--- config.mk ---
export PLATFORM = sky130hd
export DESIGN_NAME = stack_ram_responder_flat
export DESIGN_NICKNAME = d
export VERILOG_FILES = /design/src/rtl/stack_ram_responder_pkg.sv /design/src/rtl/stack_ram_responder_if.sv /design/src/rtl/stack_ram_responder_ram.sv /design/src/rtl/stack_ram_responder.sv /design/src/flat_wrapper.sv
export SDC_FILE = /design/constraint.sdc
export NUM_CORES = 2
export LEC_CHECK = 0
export BUFFER_PORTS_ARGS = -buffer_cell sky130_fd_sc_hd__buf_2
export CAP_MARGIN = 5
export CORE_UTILIZATION = 33
export DETAILED_ROUTE_END_ITERATION = 16
export GPL_TIMING_DRIVEN = 0
export HOLD_SLACK_MARGIN = 0.12
export PLACE_DENSITY = 0.51
export SETUP_SLACK_MARGIN = 0.5
export SLEW_MARGIN = 20
export SYNTH_ARGS = -nofsm -noshare
export SYNTH_HDL_FRONTEND = slang
export SYNTH_SLANG_ARGS = --single-unit
--- constraint.sdc ---
create_clock -name clk -period 4.4 [get_ports clk]
set_input_delay 1.32 -clock clk [delete_from_list [all_inputs] [get_ports clk]]
set_output_delay 1.32 -clock clk [all_outputs]
set_load 0.02 [all_outputs]
--- src/rtl/stack_ram_responder_pkg.sv ---
// Shared types and default widths for the stack RAM responder.
package stack_pkg;

  localparam int DW_DEF = 10;
  localparam int AW_DEF = 8;

  typedef enum logic [1:0] {
    OP_NOP  = 2'b00,
    OP_PUSH = 2'b01,
    OP_POP  = 2'b10,
    OP_LOAD = 2'b11
  } stack_op_t;

  typedef enum logic [1:0] {
    ST_IDLE = 2'b00,
    ST_WR   = 2'b01,
    ST_RD   = 2'b10,
    ST_RSP  = 2'b11
  } stack_state_t;

endpackage

--- src/rtl/stack_ram_responder_if.sv ---
// Request/response bus between the control unit and the stack responder.
interface stack_ram_responder_if
  import stack_pkg::*;
#(
  parameter int DW = DW_DEF,
  parameter int AW = AW_DEF
);

  logic          req_valid;
  logic          req_ready;
  stack_op_t     req_op;
  logic [DW-1:0] req_data;
  logic          rsp_valid;
  logic          rsp_ready;
  logic [DW-1:0] rsp_data;
  logic [AW-1:0] sp;
  logic          empty;
  logic          full;
  logic          err_ovf;
  logic          err_unf;

  modport master (
    output req_valid, req_op, req_data, rsp_ready,
    input  req_ready, rsp_valid, rsp_data, sp, empty, full, err_ovf, err_unf
  );

  modport slave (
    input  req_valid, req_op, req_data, rsp_ready,
    output req_ready, rsp_valid, rsp_data, sp, empty, full, err_ovf, err_unf
  );

endinterface

--- src/rtl/stack_ram_responder_ram.sv ---
// Single-port stack storage, synchronous write and read, shaped for block RAM.
module stack_ram #(
  parameter int DW = 10,
  parameter int AW = 8
) (
  input  logic          clk,
  input  logic          we,
  input  logic          re,
  input  logic [AW-1:0] addr,
  input  logic [DW-1:0] wdata,
  output logic [DW-1:0] rdata
);

  logic [DW-1:0] mem [2**AW];

  always_ff @(posedge clk) begin
    if (we) mem[addr] <= wdata;
    if (re) rdata <= mem[addr];
  end

endmodule

--- src/rtl/stack_ram_responder.sv ---
// Stack responder: serves PUSH/POP/LOAD over valid/ready, owns pointer and storage.
// Optional overflow/underflow guard enabled by defining STACK_GUARD_EN.
module stack_ram_responder
  import stack_pkg::*;
#(
  parameter int DW = DW_DEF,
  parameter int AW = AW_DEF
) (
  input  logic                   clk,
  input  logic                   rst_n,
  stack_ram_responder_if.slave   bus
);

  localparam logic [AW:0] DEPTH = {1'b1, {AW{1'b0}}};

  stack_state_t  state;
  logic [AW-1:0] sp;
  logic [AW:0]   occ;
  logic          req_ready;
  logic          rsp_valid;
  logic [DW-1:0] rsp_data;
  logic          guard_p;
  logic [AW-1:0] mem_addr;
  logic [DW-1:0] wdata;
  logic [DW-1:0] rdata;
  logic          empty;
  logic          full;
  logic          accept;
  logic          guard_hit;
  logic          we;
  logic          re;

  assign empty  = (occ == '0);
  assign full   = (occ == DEPTH);
  assign accept = bus.req_valid && req_ready;

  // Gating with rst_n keeps a reset landing on WR/RD from touching the RAM.
  assign we = rst_n && (state == ST_WR) && !guard_p;
  assign re = rst_n && (state == ST_RD) && !guard_p;

`ifdef STACK_GUARD_EN
  logic err_ovf;
  logic err_unf;

  assign guard_hit = ((bus.req_op == OP_PUSH) && full) ||
                     ((bus.req_op == OP_POP) && empty);

  always_ff @(posedge clk) begin
    if (!rst_n) begin
      err_ovf <= 1'b0;
      err_unf <= 1'b0;
    end else if (accept && guard_hit) begin
      if (bus.req_op == OP_PUSH) err_ovf <= 1'b1;
      else                       err_unf <= 1'b1;
    end
  end

  assign bus.err_ovf = err_ovf;
  assign bus.err_unf = err_unf;
`else
  assign guard_hit   = 1'b0;
  assign bus.err_ovf = 1'b0;
  assign bus.err_unf = 1'b0;
`endif

  always_ff @(posedge clk) begin
    if (!rst_n) begin
      state     <= ST_IDLE;
      sp        <= '0;
      occ       <= '0;
      req_ready <= 1'b0;
      rsp_valid <= 1'b0;
      rsp_data  <= '0;
      guard_p   <= 1'b0;
    end else begin
      case (state)
        ST_IDLE: begin
          req_ready <= 1'b1;
          if (accept) begin
            guard_p <= guard_hit;
            case (bus.req_op)
              OP_PUSH: begin
                req_ready <= 1'b0;
                state     <= ST_WR;
                if (!guard_hit) begin
                  sp <= sp - 1'b1;
                  if (!full) occ <= occ + 1'b1;
                end
              end
              OP_POP: begin
                req_ready <= 1'b0;
                state     <= ST_RD;
                if (!guard_hit) begin
                  sp <= sp + 1'b1;
                  if (!empty) occ <= occ - 1'b1;
                end
              end
              OP_LOAD: begin
                sp  <= bus.req_data[AW-1:0];
                occ <= '0;
              end
              default: ;
            endcase
          end
        end
        ST_WR: begin
          state     <= ST_IDLE;
          req_ready <= 1'b1;
        end
        ST_RD: state <= ST_RSP;
        ST_RSP: begin
          // First RSP cycle captures the RAM output; then hold until consumed.
          if (!rsp_valid) begin
            rsp_valid <= 1'b1;
            rsp_data  <= guard_p ? '0 : rdata;
          end else if (bus.rsp_ready) begin
            rsp_valid <= 1'b0;
            state     <= ST_IDLE;
            req_ready <= 1'b1;
          end
        end
        default: state <= ST_IDLE;
      endcase
    end
  end

  // Address and write data are only consumed in WR/RD, so they need no reset.
  always_ff @(posedge clk) begin
    if (accept && (bus.req_op == OP_PUSH)) begin
      mem_addr <= sp - 1'b1;
      wdata    <= bus.req_data;
    end else if (accept && (bus.req_op == OP_POP)) begin
      mem_addr <= sp;
    end
  end

  stack_ram #(.DW(DW), .AW(AW)) u_ram (
    .clk   (clk),
    .we    (we),
    .re    (re),
    .addr  (mem_addr),
    .wdata (wdata),
    .rdata (rdata)
  );

  assign bus.req_ready = req_ready;
  assign bus.rsp_valid = rsp_valid;
  assign bus.rsp_data  = rsp_data;
  assign bus.sp        = sp;
  assign bus.empty     = empty;
  assign bus.full      = full;

endmodule
--- src/flat_wrapper.sv ---
// flat-port wrapper written by rule: the top's interface ports become plain ports
module stack_ram_responder_flat import stack_pkg::*;
#(
  parameter int DW = DW_DEF,
  parameter int AW = AW_DEF
)
  (clk, rst_n, bus_req_valid, bus_req_op, bus_req_data, bus_rsp_ready, bus_req_ready, bus_rsp_valid, bus_rsp_data, bus_sp, bus_empty, bus_full, bus_err_ovf, bus_err_unf);
  stack_ram_responder_if #(.DW(DW), .AW(AW)) bus_i ();
  input  logic clk;
  input  logic rst_n;
  input wire logic [$bits(bus_i.req_valid)-1:0] bus_req_valid;
  input wire logic [$bits(bus_i.req_op)-1:0] bus_req_op;
  input wire logic [$bits(bus_i.req_data)-1:0] bus_req_data;
  input wire logic [$bits(bus_i.rsp_ready)-1:0] bus_rsp_ready;
  output wire logic [$bits(bus_i.req_ready)-1:0] bus_req_ready;
  output wire logic [$bits(bus_i.rsp_valid)-1:0] bus_rsp_valid;
  output wire logic [$bits(bus_i.rsp_data)-1:0] bus_rsp_data;
  output wire logic [$bits(bus_i.sp)-1:0] bus_sp;
  output wire logic [$bits(bus_i.empty)-1:0] bus_empty;
  output wire logic [$bits(bus_i.full)-1:0] bus_full;
  output wire logic [$bits(bus_i.err_ovf)-1:0] bus_err_ovf;
  output wire logic [$bits(bus_i.err_unf)-1:0] bus_err_unf;
  assign bus_i.req_valid = bus_req_valid;
  assign bus_i.req_op = bus_req_op;
  assign bus_i.req_data = bus_req_data;
  assign bus_i.rsp_ready = bus_rsp_ready;
  assign bus_req_ready = bus_i.req_ready;
  assign bus_rsp_valid = bus_i.rsp_valid;
  assign bus_rsp_data = bus_i.rsp_data;
  assign bus_sp = bus_i.sp;
  assign bus_empty = bus_i.empty;
  assign bus_full = bus_i.full;
  assign bus_err_ovf = bus_i.err_ovf;
  assign bus_err_unf = bus_i.err_unf;
  stack_ram_responder #(.DW(DW), .AW(AW)) u_core (.clk(clk), .rst_n(rst_n), .bus(bus_i));
endmodule
# --- Word level (Yosys, flattened, before mapping) ---
# Memory sizes are Yosys's and may differ from the RTL's. A register that Yosys moved wholly into a read port is not among the register bits.
# Index checks and enable logic that the tools add are counted.
totals:
  n_memories: 1
  reg_bits: 49
  wordCells: 63
  ramBits: 2560
op_classes:
  n_eq_ne: 13
  bitwise: 1
  n_reduce_logical: 16
  add_sub_neg: 4
  muxes: 20
memory_table:
  columns: ["memory", "depth", "width", "read_ports", "rd_clocked_by_memory_dff", "write_ports", "line_no", "source"]
  rows:
  - ["u_core.u_ram.mem", 256, 10, 1, 1, 1, "stack_ram_responder_ram.sv:14", "logic [DW-1:0] mem [2**AW];"]
op_table:
  columns: ["op", "count"]
  rows:
  - ["$pmux W9 S3", 1]
  - ["$pmux W8 S3", 1]
  - ["$mux W9", 2]
  - ["$mux W8", 2]
  - ["$add A9 B1 Y9 const B", 1]
  - ["$eq A9 B9 Y1 const B", 1]
  - ["$logic_not A9 Y1", 1]
  - ["$sub A9 B1 Y9 const B", 1]
  - ["$add A8 B1 Y8 const B", 1]
  - ["$eq A2 B2 Y1 const B", 4]
  - ["$mux W1", 8]
  - ["$pmux W2 S4", 1]
  - ["$sub A8 B1 Y8 const B", 1]
  - ["$mux W2", 3]
  - ["$ne A2 B2 Y1 const B", 3]
  - ["$reduce_and A3 Y1", 2]
  - ["$reduce_bool A3 Y1", 2]
  - ["$logic_and A1 B1 Y1", 5]
  - ["$reduce_and A5 Y1", 1]
  - ["$eq A2 B1 Y1 const B", 2]
  - ["$ne A2 B1 Y1 const B", 2]
  - ["$pmux W2 S2", 1]
  - ["$reduce_and A4 Y1", 1]
  - ["$ne A3 B1 Y1 const B", 1]
  - ["6 further kinds", 6]

# --- Logic depth before layout (Yosys ltp) ---
depth:
  depth_word: 5
  mapped_depth: 12

# --- Cells and area by module ---
# Synthesis repeated with hierarchy kept, for this count alone.
unflattened:
  hier_cells: 4668
  area_unflattened_um2: 100555.2
modules_own_cells:
  columns: ["module", "seq_area_each_um2", "n_inst", "cells_each", "area_each_um2"]
  rows:
  - ["stack_ram", 77174.0, 1, 4338, 97712.5]
  - ["stack_ram_responder", 1161.1, 1, 330, 2842.7]

# --- Least setup slack after synthesis ---
# No wires, ideal clock.
synth_path:
  path_type: "reg2reg"
  start: "reg u_core.wdata[0]"
  end: "mem u_core.u_ram.mem[0][0], data pin"
  stages_incl_launch_ff: 1
  period_less_slack_ns: 4.046
  arrival_time_ns: 3.228
  setup_ns: 0.817
  path_buffers: 0
  setup_slack_ns: 0.354
  required_time_ns: 3.583
  path_cell_list: "edfxtp_1"
synth_lines:
  columns: ["item", "line_no", "source"]
  rows:
  - ["start, declared", "stack_ram_responder.sv:24", "logic [DW-1:0] wdata;"]
  - ["start signal, assigned", "stack_ram_responder.sv:131", "wdata <= bus.req_data;"]
  - ["end, declared", "stack_ram_responder_ram.sv:14", null]
# Straight into the memory's write port.

==> results <==
- The fraction of layout cells with a size suffix above 1 is 0.383.
- The proportion of register bits with asynchronous set or reset after synthesis is 0.
- The worst reg2reg path depth is 9.
- The slowest cell on the critical path is sky130_fd_sc_hd__o22ai_1.
- The library cell used as clock root buffer is sky130_fd_sc_hd__clkbuf_16.
- Once placement finished, the instance area stood at about 110000 um^2.
- The met1 global-route usage is 0.350.
- The count of pins over their slew limit is 0.
- The net count reported at finish is ~5400.
- From left edge to right edge, the die measures 558 um.
- The worst setup skew after layout is between 60 and 70 ps.
- Before CTS, the worst setup slack after placement is -1990 ps.
- The detailed router placed ~57000 vias in this run.
- Across the run, the number of max-cap violations was 0.
- The worst pin sits at a relative slew slack of 0.146.
- The peak-usage layer in the global routing report is met2.
- For met3 alone, demand over resource in global routing was 0.0735.
- The HPWL reported at the end of detailed placement is around 280000 um.
- Static timing analysis puts the maximum clock frequency at 0.220 GHz.
- Traced cell by cell, the critical path runs through clkbuf_1 > clkbuf_1 > nor4bb_1 > clkbuf_1 > nand2_1 > o22ai_1 > nor3_1 > nand4_1 > nand4b_1.
- After detailed placement, the design holds a cell count of around 9000.
- In the layout the commonest cells are 2588 x sky130_fd_sc_hd__edfxtp_1, 704 x sky130_fd_sc_hd__mux4_2, 304 x sky130_fd_sc_hd__clkbuf_16.
- The class of the worst hold path is reg2reg.
- The core utilization of the finished layout is 0.412.
- Counting buffers and inverters, the worst setup path is 9 cells deep.
- The synthesis-to-finish area growth is 24.0%.
- The final cell count without fillers is 9671.
- The run finished, with violations left.
- The wire length per cell after detailed routing is 42.3 um.
- The boundary pin count is 40.
- Counting stages on the worst path, the most repeated cell is sky130_fd_sc_hd__clkbuf_1.
- The largest single stage delay on the critical path is approximately 750 ps.
- Dividing the synthesized area by the synthesized cell count gives between 20 and 25 um^2.
- The clock drives about 2600 sinks.
- Entering global routing, the biggest net connects 31 pins.
- The worst path in the final design needs a cycle of approximately 4500 ps, including I/O delays and setup.
- After detailed routing, the number of vias per cell comes to 5.91.
- The number of nets still failing antenna checks after routing is 0.
- The quantity of I/O buffers inserted on ports is 36.
- In this run the vertical extent of the chip is around 560 um.
- The global-route wire length before repair is 525000 um.
- STA puts the critical path data required time at about 5100 ps.
- The clock edge transition at the registers on the reported setup and hold paths is ~60 ps.
- For this configuration, the core starts out at a cell density of 0.332.
- The count of different cell masters after synthesis is 67.
- The via count of the first global-routing pass is approximately 53000.
- The maximum resistive drop on vdd is around 0.3 mV.
- The initial antenna violation count is 28.
- Of all nets on the critical path, the largest fanout is 10.
- In this run the deepest clock path goes through 4 buffers.
- Yosys printed 0 warnings.
- Clock latency on the worst-skew pair, taken at its later pin, is 890 ps.
- Dividing total power by cell area gives a power density of between 400 and 500 nW/um^2.
- For this run, the detailed router's first-pass iteration total came to 7.
- The capture point of the critical path is u_core.u_ram.rdata[9]$_DFFE_PP_.
- The destination of the worst register-to-register timing path is u_core.u_ram.rdata[9]$_DFFE_PP_.
- In the global route stage, overall resource usage came out at 0.260.
- TritonCTS built the clock tree.
- The critical path launch point type is a flop.
- The cell type group with the largest total delay on the critical path is simple AND/OR/NAND/NOR gates.
- The completed layout was analyzed and its total power is 53200 uW.
- The final routed wirelength across all metal layers is between 400000 and 500000 um.
- The final count of hold timing violations came to 0.
- The most used flip-flop cell after synthesis is sky130_fd_sc_hd__edfxtp_1.
- The deepest level of the CTS H-tree is 5.
- The final instance area is 126000 um^2.
- Of the available clock period, the critical path in the final layout requires 1.03.
- The setup slack of the worst register-to-register path is -140 ps.
- The total overflow left after global routing is 0.
- Setup slack on the critical path of the routed design comes to -139 ps.
- The reported leakage power is about 0.039 uW.
- The number of buffers and inverters on the critical path is 3.
- Setup repair after global routing could not meet its margin everywhere.
- The number of design rule violations left after detail routing is 0.
- The final reports fail on negative setup slack.
- The kind of end point of the critical path is a flop.
- The classification of the worst setup path is reg2reg.
- Counting flops with a built-in enable in the synthesized netlist gives about 2600.
- The area of the mapped netlist is around 100000 um^2.
- The worst flop-to-flop path startpoint is u_core.mem_addr[6]$_DFFE_PP_.
- At the worst endpoint, the arrival time is about 5200 ps.
- TritonCTS created approximately 290 clock buffers.
- The synthesized instance count is around 4600.
- The final weighted congestion of routability-driven global placement is about 0.98.
- The area of the core is slightly above 300000 um^2.
- Setup violations remaining at the end of the flow were counted as 2.
- The floorplan step defined a die boundary enclosing slightly above 300000 um^2.
- The library cell used most frequently in the layout, excluding fill and tap cells, is sky130_fd_sc_hd__edfxtp_1.
- The flip-flop and latch count after synthesis is 2619.
- The start point of the critical path is u_core.mem_addr[6]$_DFFE_PP_.
- The number of cell rows is 203.
- For met2 alone, demand over resource in global routing was 0.381.
- The violation count after the first detailed-routing iteration is slightly below 10000.
- For the pin with the worst max-slew slack, the measured transition is 1280 ps.
- The sequential cell area fraction in the yosys report is 0.769.
-- logic make-up after synthesis --
kind of cell,synth area share
buffers and inverters,0.0143
XOR/XNOR,0.00112
adder cells (fa/ha/maj),0.00123
AND/OR/NAND/NOR,0.0273
AO/OA/AOI/OAI,0.0175
flip-flops,0.769
other,0.0000368
multiplexers,0.170
-- worst min-delay path, delay by kind of cell (launching register included) --
| family | cells | cell delay [ps] |
|---|---|---|
| simple gates | 1 | 50 |
| flops | 1 | 310 |
| compound gates | 1 | 60 |
-- synthesized netlist by cell type (all sizes together), types with 4 or more instances --
cell,instances,area (um^2)
a211oi,36,270
a21boi,16,120
a21oi,29,145
a221oi,6,52.6
a22o,7,61.3
a22oi,27,203
a31oi,5,31.3
and2,6,37.5
and3,7,43.8
and4,6,52.6
buf,139,890
clkbuf,135,508
dfxtp,31,621
edfxtp,2588,77700
ha,10,125
inv,14,52.6
mux2,16,180
mux2i,124,1240
mux4,704,15900
nand2,99,372
nand2b,18,113
nand3,20,100
nand3b,4,30.0
nand4,10,62.6
nand4b,9,78.8
nand4bb,4,45.0
nor2,292,1100
nor2b,41,257
nor3,38,190
nor4,11,68.8
nor4bb,4,40.0
o211ai,4,30.0
o21a,4,30.0
o21ai,28,140
o22ai,65,407
o32ai,9,78.8
or2,6,37.5
or3,7,43.8
or4,4,30.0
xnor2,9,78.8
xor2,4,35.0
-- worst min path at each step --
stage,startpoint,end,slack [ps],depth (start not counted)
floorplan,u_core.occ[7]$_SDFFE_PN0P_,u_core.occ[7]$_SDFFE_PN0P_,490,1
finish,u_core.bus.rsp_data[4]$_SDFFE_PN0P_,u_core.bus.rsp_data[4]$_SDFFE_PN0P_,470,2
detailed placement,u_core.bus.rsp_data[5]$_SDFFE_PN0P_,u_core.bus.rsp_data[5]$_SDFFE_PN0P_,460,2
global placement,u_core.bus.rsp_data[5]$_SDFFE_PN0P_,u_core.bus.rsp_data[5]$_SDFFE_PN0P_,460,2
CTS,u_core.bus.rsp_data[5]$_SDFFE_PN0P_,u_core.bus.rsp_data[5]$_SDFFE_PN0P_,470,2
global route,u_core.bus.rsp_data[7]$_SDFFE_PN0P_,u_core.bus.rsp_data[7]$_SDFFE_PN0P_,500,2
-- routing by layer --
metal	up-vias	share of wire
met4	8	0.061
met1	31348	0.39
li1	21052	-
met3	835	0.12
met2	3924	0.44
met5	-	0.00012
-- cell type report --
cell class	count	area, um^2
fill	26788	180000
sequential	2619	78300
multi-input combinational	1724	24500
clock buffer	365	7580
timing repair buffer	411	5940
tap	4100	5130
buffer	274	3380
clock inverter	147	1350
inverter	15	58.8
antenna	16	40.0
-- state kept, by name, summed over array words and instances (netlist names) --
signal,count
u_core.bus.req_ready,1
u_core.bus.rsp_data,10
u_core.bus.rsp_valid,1
u_core.bus.sp,8
u_core.mem_addr,8
u_core.occ,9
u_core.state,2
u_core.u_ram.mem,2560
u_core.u_ram.rdata,10
u_core.wdata,10
-- metrics by stage --
step	setup TNS (ps)	hold slack (ps)
final	-252	468
after global routing	0	498
after CTS	0	473
after detailed placement	-2914830	464
after global placement	-	461
after floorplan	0	488
-- what timing repair did --
item                       4_1_cts  5_1_grt
resized for setup              777      120
hold endpoints to repair         0        0
cloned                           1        1
hold buffers                     0        0
setup buffers                  117       42
setup endpoints to repair     2570     1463
pin swaps                       32       31
-- power by group --
part / switching (uW) / internal, uW / total [uW] / leakage [uW]
clock: 10200 / 13300 / 23600 / 0.00434
combinational: 1600 / 909 / 2510 / 0.0115
sequential: 26.4 / 27100 / 27200 / 0.0235
total: 11800 / 41400 / 53200 / 0.0394
Note: power is estimated with default switching activity, not from simulation.
